$ cat src/rtl/steamer_bus_arbiter.sv
// Two-master round-robin bus arbiter for the STEAMER16X4 memory bus (m0 = core, m1 = DMA/video).
// Optional slave watchdog enabled by defining STEAMER_ARB_TIMEOUT_EN.
module steamer_bus_arbiter #(
   parameter int unsigned TIMEOUT = 255
) (
   input  logic        clk_i,
   input  logic        res_i,
   input  logic [15:1] m0_adr_i,
   input  logic [15:0] m0_dat_i,
   input  logic [1:0]  m0_sel_i,
   input  logic        m0_we_i,
   input  logic        m0_cyc_i,
   input  logic        m0_vda_i,
   input  logic        m0_vpa_i,
   output logic        m0_ack_o,
   output logic [15:0] m0_dat_o,
   input  logic [15:1] m1_adr_i,
   input  logic [15:0] m1_dat_i,
   input  logic [1:0]  m1_sel_i,
   input  logic        m1_we_i,
   input  logic        m1_cyc_i,
   output logic        m1_ack_o,
   output logic [15:0] m1_dat_o,
   output logic [15:1] s_adr_o,
   output logic [15:0] s_dat_o,
   output logic [1:0]  s_sel_o,
   output logic        s_we_o,
   output logic        s_cyc_o,
   output logic        s_stb_o,
   output logic        s_vda_o,
   output logic        s_vpa_o,
   input  logic        s_ack_i,
   input  logic [15:0] s_dat_i,
   output logic [1:0]  gnt_o,
   output logic        timeout_o
);

   typedef enum logic [1:0] {IDLE, GNT0, GNT1} state_t;

   state_t state, state_next;
   logic   last, last_next;
   logic   expire;
   logic   ack;

   assign ack = (state != IDLE) && (s_ack_i || expire);

`ifdef STEAMER_ARB_TIMEOUT_EN
   localparam int unsigned CW = ($clog2(TIMEOUT + 1) > 8) ? $clog2(TIMEOUT + 1) : 8;

   logic [CW-1:0] wd_cnt;

   // Cleared on grant entry (any state change) and on every ack, forced or real.
   always_ff @(posedge clk_i or posedge res_i) begin
      if (res_i)
         wd_cnt <= '0;
      else if (state == IDLE || state_next != state || ack)
         wd_cnt <= '0;
      else
         wd_cnt <= wd_cnt + CW'(1);
   end

   assign expire = (state != IDLE) && (wd_cnt == CW'(TIMEOUT));
`else
   assign expire = 1'b0;
`endif

   assign timeout_o = expire;
   assign gnt_o     = {state == GNT1, state == GNT0};

   always_ff @(posedge clk_i or posedge res_i) begin
      if (res_i) begin
         state <= IDLE;
         last  <= 1'b1;
      end else begin
         state <= state_next;
         last  <= last_next;
      end
   end

   always_comb begin
      state_next = state;
      last_next  = last;
      case (state)
         IDLE: begin
            if (m0_cyc_i && m1_cyc_i)
               state_next = last ? GNT0 : GNT1;
            else if (m0_cyc_i)
               state_next = GNT0;
            else if (m1_cyc_i)
               state_next = GNT1;
         end
         GNT0: begin
            if (ack) begin
               last_next = 1'b0;
               if (m1_cyc_i)      state_next = GNT1;
               else if (m0_cyc_i) state_next = GNT0;
               else               state_next = IDLE;
            end else if (!m0_cyc_i) begin
               state_next = IDLE;
            end
         end
         GNT1: begin
            if (ack) begin
               last_next = 1'b1;
               if (m0_cyc_i)      state_next = GNT0;
               else if (m1_cyc_i) state_next = GNT1;
               else               state_next = IDLE;
            end else if (!m1_cyc_i) begin
               state_next = IDLE;
            end
         end
         default: state_next = IDLE;
      endcase
   end

   // A forced termination drops cyc/stb to the slave and returns zero data to the master.
   always_comb begin
      s_adr_o  = '0;
      s_dat_o  = '0;
      s_sel_o  = '0;
      s_we_o   = 1'b0;
      s_cyc_o  = 1'b0;
      s_stb_o  = 1'b0;
      s_vda_o  = 1'b0;
      s_vpa_o  = 1'b0;
      m0_ack_o = 1'b0;
      m1_ack_o = 1'b0;
      m0_dat_o = s_dat_i;
      m1_dat_o = s_dat_i;
      case (state)
         GNT0: begin
            s_adr_o  = m0_adr_i;
            s_dat_o  = m0_dat_i;
            s_sel_o  = m0_sel_i;
            s_we_o   = m0_we_i;
            s_cyc_o  = m0_cyc_i && !expire;
            s_stb_o  = m0_cyc_i && !expire;
            s_vda_o  = m0_vda_i;
            s_vpa_o  = m0_vpa_i;
            m0_ack_o = s_ack_i || expire;
            if (expire) m0_dat_o = '0;
         end
         GNT1: begin
            s_adr_o  = m1_adr_i;
            s_dat_o  = m1_dat_i;
            s_sel_o  = m1_sel_i;
            s_we_o   = m1_we_i;
            s_cyc_o  = m1_cyc_i && !expire;
            s_stb_o  = m1_cyc_i && !expire;
            s_vda_o  = 1'b1;
            s_vpa_o  = 1'b0;
            m1_ack_o = s_ack_i || expire;
            if (expire) m1_dat_o = '0;
         end
         default: ;
      endcase
   end

endmodule

$ cat config.mk
export PLATFORM = sky130hd
export DESIGN_NAME = steamer_bus_arbiter
export DESIGN_NICKNAME = d
export VERILOG_FILES = /design/src/rtl/steamer_bus_arbiter.sv
export SDC_FILE = /design/constraint.sdc
export NUM_CORES = 1
export LEC_CHECK = 0
export BUFFER_PORTS_ARGS = -buffer_cell sky130_fd_sc_hd__buf_2
export CELL_PAD_IN_SITES_DETAIL_PLACEMENT = 0
export CELL_PAD_IN_SITES_GLOBAL_PLACEMENT = 1
export CORE_MARGIN = 2
export CORE_UTILIZATION = 17
export DETAILED_ROUTE_END_ITERATION = 8
export PLACE_DENSITY = 0.9
export SYNTH_ARGS = -nofsm -noshare
export SYNTH_HDL_FRONTEND = slang
export SYNTH_SLANG_ARGS = --single-unit
$ cat constraint.sdc
create_clock -name clk_i -period 2.2 [get_ports clk_i]
set_input_delay 0.44 -clock clk_i [delete_from_list [all_inputs] [get_ports clk_i]]
set_output_delay 0.44 -clock clk_i [all_outputs]
set_load 0.03 [all_outputs]
---- Yosys cells after proc, flatten, opt, wreduce, memory -nomap -nowiden ----
Cells that the tools add are included.
W data, S select, Z words.
storage, ports and cells
  flip-flop bits (word level) ............. 3
  output and inout port bits .............. 75
  logic and storage cells ................. 41
cells by class
  reduce and logical (&&, ||, !) cells .... 7
  eq/ne operators ......................... 7
  muxes and demuxes ....................... 25
operator list
  kind                  number
  $pmux W16 S2          1
  $pmux W15 S2          1
  $mux W2               11
  $pmux W1 S2           4
  $mux W1               6
  $ne A3 B2 Y1 const B  2
  $pmux W2 S3           1
  $reduce_and A3 Y1     2
  $ne A2 B1 Y1 const B  2
  $ne A4 B4 Y1 const B  1
  $pmux W2 S2           1
  $reduce_bool A2 Y1    2
  $eq A2 B1 Y1 const B  1
  $eq A2 B2 Y1 const B  1
  $logic_and A1 B1 Y1   2
  $logic_not A2 Y1      1

---- Depth between registers and ports, before layout ----
  word-level depth ........................ 4
  depth in mapped cells ................... 7
  depth with buffers taken out ............ 5

---- Least setup slack after synthesis ----
No wires, ideal clock.
  kind .................................... reg-to-output
  start ................................... reg state[0]
  end ..................................... out s_stb_o
  stages on the path, launching flop included .. 7
  slack ................................... -0.167 ns
  data arrival time ....................... 1.927 ns
  path buffers ............................ 3
  cell sequence ........................... dfrtp_1 inv_1 ha_1 clkbuf_1 clkbuf_1 nor2b_1 buf_4
on the way
  word-level cells in the longest chain between the ends .. 2
RTL lines
  element                                       RTL line  RTL
  start: declaration                            40        state_t state, state_next;
  start signal: assignment                      75        state <= state_next;
  $eq A2 B2 Y1 or $eq A2 B1 Y1 (tied branches)  n/a
  $pmux W1 S2 (*)                               n/a
  end: declaration                              29        output logic s_stb_o,
Every way passes the cells marked *; elsewhere a longest branch is shown, timed or not.

---- Worst setup path in the final report ----
  start ................................... reg state[0]
  end ..................................... out s_adr_o[8] in the netlist's numbering
on the way
  word-level cells in the longest chain between the ends .. 2
RTL lines
  element                                       RTL line  RTL
  $eq A2 B2 Y1 or $eq A2 B1 Y1 (tied branches)  130       case (state)
  $pmux W15 S2 (*)                              130
  end: declaration                              24        output logic [15:1] s_adr_o,
Marks and branches as above.

==> metrics.cfg <==
[grt]
grt_pass1_wl_mm=5.79
track_usage_pct=9.49
grt_pass1_vias=1300
grt_overflow=0
grt_max_degree=24
antenna_found_initial=0

[worst_hold_path]
holdCritPathClass=input pin to async pin

[synth]
async_reset_ff_share_pct=100
yosysWarnings=0
synth_edf_count=0
seq_area_frac_synth_pct=6.75
synth_fp_nets=250
syn_inst=155
syn_area_mm2=0.00113
synth_compound_area_share_pct=30.0
ys_ff_latch=3
synth_fa_ha_area_share_pct=4.42
synth_top_family_by_area=buffers and inverters
synth.area.mux_share_pct=0
synth.avg_cell_area_um2=7.30
synth_top_flop_cell=dfrtp_1
synth_cell_types=25
synth_xor_area_share_pct=0
synth-simple-area-share_pct=27.2

[setup_path]
crit_type=register to output pin
cpPeakStageDelay_ps=390
rrSetupSlack_ps=650
required_ps=1760
crit_path_start_kind=register
reg2regPathDepth=5
crit_path_max_fanout=15
arrival_ps=1640
worst_setup_path_end_kind=output pin
r2r-start=state[0]
cp_slowest_cell=ha_1
r2r_end=state[1]
crit_chain=inv_1, ha_1, buf_4, nor2b_2, buf_2

[drt]
drc_errors=0
viasPerCell=4.22
first_pass_iters=2
dr_wl_met3_um=270
wl_met2_mm=1.86
drt_iter0_markers=37
via_count=1307
wl_met1_mm=1.51
wl_per_cell_um=12.0
antenna_left=0
dr.max_layer_used=met4
routed_wl_mm=3.72

[clocking]
cts_setup_buffers=0
cts_buffers=3
clockRootBuffer=clkbuf_8
cts_buffer_depth=2
tritoncts=yes
cts.sinks=3
clkSlewWorstSetupHoldPaths_ps=30
htree_levels=1
clk_latency_ps=220

[sta]
drv_slew=0
fin_crit_ps=2080
finClkSkew_ps=0.0565
holdWs_ps=83.7
min_period_over_period_pct=94.7
hold_violations=0
rsz0062_at_grt=true
fmaxAchievable_ghz=0.480
setup_viol=0
tns_ps=0

[flow_run]
drv_cap=0

[final_layout]
fin_nets=329
n_fill_cell=720
multi_input_area_um2=753
drive_gt1_share_pct=64.8
final_util_pct=25.5
antennaDiodeCount=0
area_growth_syn_to_layout_pct=43.8
layout_commonest_cell=buf_2
layout_common_cells=buf_2, a22oi_1, nor2b_2
regArea_um2=76.3

[floorplan]
fp.dieW_um=85.6
initial_core_util_pct=17.7
rows=29
coreArea_mm2=0.00639
dieHeight_um=85.6
die_area_mm2=0.00732
pin_count=166

[place]
port-buffer-count=116
gp_congestion=0.788
dp_hpwl_mm=2.99

[power_and_ir_drop]
ir_worst_vdd_v=0.000981
p_leak_nw=0.847
finalPower_w=0.00249
p_per_area_mw_per_mm2=1530

[run_status]
outcome=finished clean

## report_power, final
part	internal (W)	switching (W)	leakage (nW)
registers	0.0000866	0.0000207	0.0354
clock network	0.000124	0.0000402	0.0228
logic	0.000861	0.00136	0.789
total	0.00107	0.00142	0.847
## worst max path at each step
stage	from	endpoint
floorplan	state[0]	s_stb_o
global placement	state[0]	s_sel_o[0]
detailed placement	state[0]	s_sel_o[0]
CTS	state[0]	s_sel_o[0]
global route	state[0]	s_we_o
finish	state[0]	s_adr_o[8]
## state kept, by name, summed over array words and instances, names as in the netlist
name,count
state,2
last,1
## logic make-up (layout without fill, tap and decap cells)
logic type | count (synthesis) | in the layout
compound gates | 46 | 46
fa+ha+maj | 4 | 4
buf+inv | 54 | 132
flops | 3 | 3
other cells | 1 | 1
simple gates | 47 | 47
## Yosys cell counts, drive strengths merged (2+ instances only)
cell / instances / area (um^2)
a21oi: 2 / 10.0
and2: 3 / 18.8
nor2b: 36 / 225
dfrtp: 2 / 50.1
a211oi: 2 / 15.0
ha: 4 / 50.1
a31oi: 3 / 18.8
buf: 40 / 302
a22oi: 35 / 263
and2b: 4 / 35.0
clkbuf: 8 / 30.0
inv: 6 / 22.5
nand2b: 2 / 12.5
## per-stage QoR
| stage | setup WS [ps] | std cells | cell area, um^2 |
|---|---|---|---|
| final | 116 | 310 | 1630 |
| after global routing | -3.73 | 310 | 1630 |
| after CTS | 86.9 | 310 | 1620 |
| after detailed placement | 328 | 306 | 1570 |
| after global placement | 357 | 306 | 1570 |
| after floorplan | 25.9 | 155 | 1180 |
## cell type report
type                    count  share of cell area, %
clock buffers               4                   2.77
inverters                   6                   1.38
multi-input cells          98                   46.3
flip-flops and latches      3                   4.69
well taps                  77                   5.92
repair buffers            122                   38.9
## per-layer routing
layer  GRT usage (%)  vias to the layer above
met2            17.6                       55
li1                -                      661
met1            10.7                      578
met5               0                        -
met3            1.35                       13
met4            4.04                        0
## repair_timing
item | 4_1_cts | 5_1_grt
endpoints found under the setup margin | 0 | 22
hold buffers | 0 | 0
gates resized for setup | 0 | 2
## worst max-delay path: cells and delay by family (launching register included)
kind	cells	cell delay, ps
simple gates	1	150
fa+ha+maj	1	390
flops	1	380
buf+inv	3	510
Power figures use the tool's default switching activity.
